$ cat config.mk
export PLATFORM = sky130hd
export DESIGN_NAME = handshake_sender_flat
export DESIGN_NICKNAME = d
export VERILOG_FILES = /design/src/rtl/handshake_sender_if.sv /design/src/rtl/handshake_sender.sv /design/src/flat_wrapper.sv
export SDC_FILE = /design/constraint.sdc
export NUM_CORES = 1
export LEC_CHECK = 0
export ABC_CLOCK_PERIOD_IN_PS = 2200
export BUFFER_PORTS_ARGS = -buffer_cell sky130_fd_sc_hd__clkbuf_2
export CORE_UTILIZATION = 35
export CTS_CLUSTER_DIAMETER = 150
export DETAILED_ROUTE_END_ITERATION = 10
export SLEW_MARGIN = 5
export SYNTH_ARGS = -nofsm -noshare
export SYNTH_HDL_FRONTEND = slang
export SYNTH_SLANG_ARGS = --single-unit
export TNS_END_PERCENT = 30
$ cat constraint.sdc
create_clock -name clk -period 2.2 [get_ports clk]
set_input_delay 0.22 -clock clk [delete_from_list [all_inputs] [get_ports clk]]
set_output_delay 0.22 -clock clk [all_outputs]
set_load 0.05 [all_outputs]
$ cat src/rtl/handshake_sender_if.sv
// Downstream valid/ready/data bus between the sender and its receiver.
interface handshake_sender_if #(
    parameter int WIDTH = 8
);
    logic             valid;
    logic             ready;
    logic [WIDTH-1:0] data;

    modport master (
        output valid,
        output data,
        input  ready
    );

    modport slave (
        input  valid,
        input  data,
        output ready
    );
endinterface

$ cat src/rtl/handshake_sender.sv
// Upstream handshake stage: a producer write port feeds a DEPTH-entry FIFO, and
// a two-state FSM presents one word at a time on a registered valid/data output.
// The FSM holds each word until ready completes the transfer, counts completed
// transfers, and flags writes that arrive while the FIFO is full.
module handshake_sender #(
    parameter int WIDTH = 8,
    parameter int DEPTH = 4,
    parameter int CNT_W = 16
) (
    input  logic                     clk,
    input  logic                     rst,
    input  logic                     wr_en,
    input  logic [WIDTH-1:0]         wr_data,
    output logic                     full,
    output logic                     empty,
    output logic [$clog2(DEPTH):0]   level,
    output logic                     overflow,
    handshake_sender_if.master       tx,
    output logic [CNT_W-1:0]         sent_count,
    output logic                     busy
);
    localparam int AW = $clog2(DEPTH);
    localparam logic [AW:0] LVL_FULL = (AW+1)'(DEPTH);

    typedef enum logic {
        IDLE = 1'b0,
        SEND = 1'b1
    } state_t;

    state_t           r_state;
    logic [WIDTH-1:0] r_mem [DEPTH];
    logic [AW-1:0]    r_wr_ptr;
    logic [AW-1:0]    r_rd_ptr;
    logic [AW:0]      r_level;
    logic             r_full;
    logic             r_empty;
    logic             r_overflow;
    logic             r_valid;
    logic [WIDTH-1:0] r_data;
    logic [CNT_W-1:0] r_sent;

    logic             w_push;
    logic             w_pop;
    logic [AW:0]      w_level_nxt;

    // Acceptance uses the pre-edge full flag, so a pop at a full FIFO never
    // makes room for a write on the same edge.
    assign w_push = wr_en && !r_full;
    // Pop whenever the output register is free: empty in IDLE, or being
    // handed off this edge in SEND.
    assign w_pop  = !r_empty && ((r_state == IDLE) || tx.ready);

    // Next occupancy; push and pop together leave the level unchanged.
    always_comb begin
        w_level_nxt = r_level;
        case ({w_push, w_pop})
            2'b10:   w_level_nxt = r_level + 1'b1;
            2'b01:   w_level_nxt = r_level - 1'b1;
            default: w_level_nxt = r_level;
        endcase
    end

    // FIFO storage; contents are discarded on reset by clearing the pointers.
    always_ff @(posedge clk) begin
        if (w_push) begin
            r_mem[r_wr_ptr] <= wr_data;
        end
    end

    // FIFO bookkeeping, overflow flag, output FSM and transfer counter.
    always_ff @(posedge clk) begin
        if (!rst) begin
            r_state    <= IDLE;
            r_wr_ptr   <= '0;
            r_rd_ptr   <= '0;
            r_level    <= '0;
            r_full     <= 1'b0;
            r_empty    <= 1'b1;
            r_overflow <= 1'b0;
            r_valid    <= 1'b0;
            r_data     <= '0;
            r_sent     <= '0;
        end else begin
            if (w_push) begin
                r_wr_ptr <= r_wr_ptr + 1'b1;
            end
            if (w_pop) begin
                r_rd_ptr <= r_rd_ptr + 1'b1;
            end
            r_level <= w_level_nxt;
            r_full  <= (w_level_nxt == LVL_FULL);
            r_empty <= (w_level_nxt == '0);
            if (wr_en && r_full) begin
                r_overflow <= 1'b1;
            end

            case (r_state)
                IDLE: begin
                    if (!r_empty) begin
                        r_data  <= r_mem[r_rd_ptr];
                        r_valid <= 1'b1;
                        r_state <= SEND;
                    end
                end
                SEND: begin
                    if (tx.ready) begin
                        r_sent <= r_sent + 1'b1;
                        if (!r_empty) begin
                            r_data <= r_mem[r_rd_ptr];
                        end else begin
                            r_valid <= 1'b0;
                            r_state <= IDLE;
                        end
                    end
                end
                default: begin
                    r_valid <= 1'b0;
                    r_state <= IDLE;
                end
            endcase
        end
    end

    assign full       = r_full;
    assign empty      = r_empty;
    assign level      = r_level;
    assign overflow   = r_overflow;
    assign tx.valid   = r_valid;
    assign tx.data    = r_data;
    assign sent_count = r_sent;
    assign busy       = (r_state == SEND);
endmodule

$ cat src/flat_wrapper.sv
// flat-port wrapper written by rule: the top's interface ports become plain ports
module handshake_sender_flat 
#(
    parameter int WIDTH = 8,
    parameter int DEPTH = 4,
    parameter int CNT_W = 16
)
  (clk, rst, wr_en, wr_data, full, empty, level, overflow, sent_count, busy, tx_valid, tx_data, tx_ready);
  handshake_sender_if #(.WIDTH(WIDTH)) tx_i ();
  input  logic clk;
  input  logic rst;
  input  logic wr_en;
  input  logic [WIDTH-1:0] wr_data;
  output logic full;
  output logic empty;
  output logic [$clog2(DEPTH):0] level;
  output logic overflow;
  output logic [CNT_W-1:0] sent_count;
  output logic busy;
  output wire logic [$bits(tx_i.valid)-1:0] tx_valid;
  output wire logic [$bits(tx_i.data)-1:0] tx_data;
  input wire logic [$bits(tx_i.ready)-1:0] tx_ready;
  assign tx_valid = tx_i.valid;
  assign tx_data = tx_i.data;
  assign tx_i.ready = tx_ready;
  handshake_sender #(.WIDTH(WIDTH), .DEPTH(DEPTH), .CNT_W(CNT_W)) u_core (.clk(clk), .rst(rst), .wr_en(wr_en), .wr_data(wr_data), .full(full), .empty(empty), .level(level), .overflow(overflow), .tx(tx_i), .sent_count(sent_count), .busy(busy));
endmodule
==> impl_metrics.py <==
metrics = {
    "final_layout": {
        "regArea_mm2": 0.001727,
        "utilization": 0.4472,
        "final_cells": 377,
        "multi_input_area_um2": 973.4,
        "diodes": 0,
        "fillers": 700,
        "finalInstanceArea_mm2": 0.003313,
        "syn_to_final_growth_pct": 20.47,
        "drive_above_1_share": 0.3022,
        "nNetsFinal": 292,
    },
    "route": {
        "wirelength_um": 4643,
        "wl_per_cell_um": 12.32,
        "via_count": 1725,
        "vias_per_cell": 4.576,
        "ant_nets": 0,
        "first_pass_iters": 4,
        "drc": 0,
        "drtIter0Drc": 48,
    },
    "synth": {
        "yosysWarnings": 0,
        "ys_ff_latch": 70,
        "synth_largest_area_cell": "edfxtp_1",
        "ys.flop_type": "dfxtp_1",
        "synthXorXnorAreaFrac": 0.04140,
        "netlist_area_mm2": 0.002750,
        "synth_area_per_cell_um2": 12.33,
        "synth_sequential_area_ratio": 0.6260,
        "syn_nets": 242,
        "netlist.area_leader.share": 0.3494,
        "synth_top_family_by_area": "simple AND/OR/NAND/NOR gates",
        "synth_edf_count": 32,
        "yosys-top-cells-area": "edfxtp_1, dfxtp_1, mux4_2",
        "synthAdderAreaFrac": 0.03458,
        "syn-instance-count": 223,
        "synth_cell_type_count": 39,
        "yosys.area_share.simple": 0.1438,
        "synthArstFlopShare": 0,
        "synth_compound_area_frac": 0.05823,
        "synth_mux_area_frac": 0.06915,
    },
    "cts": {
        "cts.clk_slew.worst_paths_ns": 0.08,
        "cts_max_path_buffers": 2,
        "numCtsBuffers": 9,
        "postCtsHoldBufs": 0,
        "insertion_delay_ns": 0.34,
        "clockRootBuffer": "clkbuf_8",
        "htree_levels": 3,
        "cts_sinks": 70,
        "tritoncts": "done",
        "ctsResizeCount": 0,
        "cts_setup_buffers": 0,
    },
    "global_route": {
        "use_met3": 0.03956,
        "grt_max_degree": 29,
        "grt_util_all_layers": 0.1234,
        "gr-max-usage-layer": "met2",
        "grt_util_met2": 0.1976,
        "grt_use_met1": 0.1462,
        "grt.overflow.total": 0,
        "grt_pass1_wl_um": 7852,
        "antenna_found_initial": 0,
        "first_global_vias": 1693,
    },
    "sta": {
        "drv_slew": 0,
        "period_share": 0.9542,
        "fmax_mhz": 476.4,
        "fin_crit_ns": 2.099,
        "rsz0062_at_grt": "yes",
        "tightest_slew_ns": 0.5393,
        "setup_viol_count_final": 0,
        "setup_ws_ns": 0.1008,
        "max-slew-margin-rel": 0.6399,
        "final_hold_viol_count": 0,
        "clock_skew_ns": 0.007770,
        "fin_setup_tns_ns": 0,
    },
    "place": {
        "dp_cells": 361,
        "port_buffers": 43,
        "gp_congestion": 0.7257,
        "dp_hpwl_um": 3297,
        "placed_area_mm2": 0.003109,
        "pre_cts_slack_ns": 0.1178,
    },
    "job": {
        "maxCapViolCount": 0,
    },
    "status": {
        "status": "finished clean",
    },
    "worst_setup_path": {
        "cp_data_required_time_ns": 2.48,
        "slowest_delay_ns": 0.34,
        "slowest_stage": "dfxtp_4",
        "worstPathArrival_ns": 2.38,
        "worstReg2RegStart": "u_core.busy",
        "critPathTopFamily": "simple AND/OR/NAND/NOR gates",
        "critPathLaunchType": "flip-flop",
        "critPathMaxFanout": 3,
        "rr_endpoint": "u_core.full",
        "end_kind": "flip-flop",
        "path_class": "reg2reg",
        "rr_worst_depth": 9,
        "cp.buffers_inverters": 1,
        "ff2ff_setup_slack_ns": 0.10,
        "crit_chain": "or2b_1 -> nand2b_1 -> inv_4 -> ha_4 -> fa_2 -> xnor2_1 -> or3_1 -> a21oi_2 -> nor2b_1",
    },
    "floorplanning": {
        "initial_core_util": 0.3712,
        "coreArea_mm2": 0.007408,
        "die_width_um": 90.64,
        "dieArea_mm2": 0.008216,
        "rows": 31,
        "die_h_um": 90.64,
        "io-pin-count": 44,
    },
    "power_and_ir_drop": {
        "p_sw_uw": 1372,
        "irDropWorstVdd_uv": 334.8,
        "power_density_mw_per_mm2": 1176,
        "cellLeakagePower_uw": 0.001239,
        "p_clk_frac": 0.268,
        "internal_power_uw": 2525,
        "switching_share": 0.3522,
        "p_comb_frac": 0.292,
        "p_seq_frac": 0.440,
    },
    "hold_path": {
        "holdPathEnd": "u_core.empty",
        "min_path_cells": 2,
        "min_path_type": "in2reg",
        "holdCritStartpoint": "rst",
    },
}
==> metrics by stage <==
| stage | hold WS (ns) | total power, uW |
|---|---|---|
| 2_1_floorplan | 0.3044 | 2632 |
| 3_3_place_gp | 0.4290 | 2884 |
| 3_5_place_dp | 0.4378 | 2906 |
| 4_1_cts | 0.07043 | 3955 |
| 5_1_grt | 0.07515 | 4123 |
| 6_report | 0.08785 | 3897 |
==> Yosys cell counts (2+ instances only) <==
cell type,count
and3_1,2
buf_2,2
nor2b_1,2
clkbuf_1,5
a21oi_1,21
xnor2_1,5
nor3_1,2
xor2_1,8
nand2_1,24
or3_2,2
ha_1,6
nand3_1,5
nor2_1,19
or3_1,4
and4_1,2
inv_1,4
and2_1,4
dfxtp_1,38
edfxtp_1,32
mux4_2,8
o21ai_0,6
nand2b_1,3
nand4_1,3
==> power by group through the flow <==
stage | Clock (uW) | Sequential (uW) | Combinational (uW)
global placement | 0 | 1750 | 1140
CTS | 1080 | 1730 | 1150
global route | 1130 | 1750 | 1240
finish | 1040 | 1720 | 1140
detailed placement | 0 | 1750 | 1150
floorplan | 0 | 2030 | 601
==> metal layers <==
metal	vias to the layer above	part of all wire	wire length, um
li1	895	-	-
met1	790	0.46	2144
met2	32	0.48	2212
met3	8	0.041	192
met4	0	0.020	93
met5	-	0	0
==> layout by cell type (no fill, tap or decap), types with 3 or more instances in the layout <==
cell type  count
clkbuf_2      43
dfxtp_1       36
edfxtp_1      32
nand2_1       24
a21oi_1       20
nor2_1        19
clkbuf_8       9
xor2_1         8
mux4_2         8
o21ai_0        6
buf_4          6
nand3_1        5
xnor2_1        5
ha_1           5
inv_1          4
and2_1         4
or3_1          4
nand2b_1       3
nand4_1        3
inv_6          3
==> worst register-to-register path, cell delays in order (launching register included) <==
cell      delay (ns)
dfxtp_4         0.34
or2b_1          0.23
nand2b_1        0.14
inv_4           0.06
ha_4            0.16
fa_2            0.33
xnor2_1         0.14
or3_1           0.33
a21oi_2         0.16
nor2b_1         0.14
==> worst max-delay path by stage <==
stage / cells past startpoint / startpoint / endpoint
after floorplan: 10 / u_core.busy / u_core.full
after global placement: 9 / u_core.busy / u_core.full
after detailed placement: 9 / u_core.busy / u_core.full
after CTS: 9 / u_core.busy / u_core.full
after global routing: 9 / u_core.busy / u_core.full
final: 9 / u_core.busy / u_core.full
==> sequential cells by signal, indices dropped and copies added, names as in the netlist, named ones only <==
| name | count |
|---|---|
| u_core.sent_count | 16 |
| u_core.tx.data | 8 |
| u_core.full | 1 |
| u_core.r_wr_ptr | 2 |
| u_core.r_rd_ptr | 2 |
| u_core.level | 3 |
| u_core.empty | 1 |
| u_core.overflow | 1 |
| u_core.busy | 1 |
| u_core.tx.valid | 1 |
| u_core.r_mem | 32 |
==> cell families (layout without fill, tap and decap cells) <==
family	count (synthesis)	count (layout)
AND/OR/NAND/NOR	78	78
flip-flops	70	70
AO/OA/AOI/OAI	30	30
buffers and inverters	16	71
XOR/XNOR	13	13
multiplexers	9	9
adder cells (fa/ha/maj)	7	7
==> area by class of cell <==
type / count / share of cell area
Clock buffer: 9 / 0.03739
Clock inverter: 7 / 0.02417
Inverter: 6 / 0.007553
Multi-Input combinational cell: 137 / 0.2938
Sequential cell: 70 / 0.5211
Tap cell: 99 / 0.03739
Timing Repair Buffer: 49 / 0.07855
No activity file was read; power rests on OpenSTA's default activity.
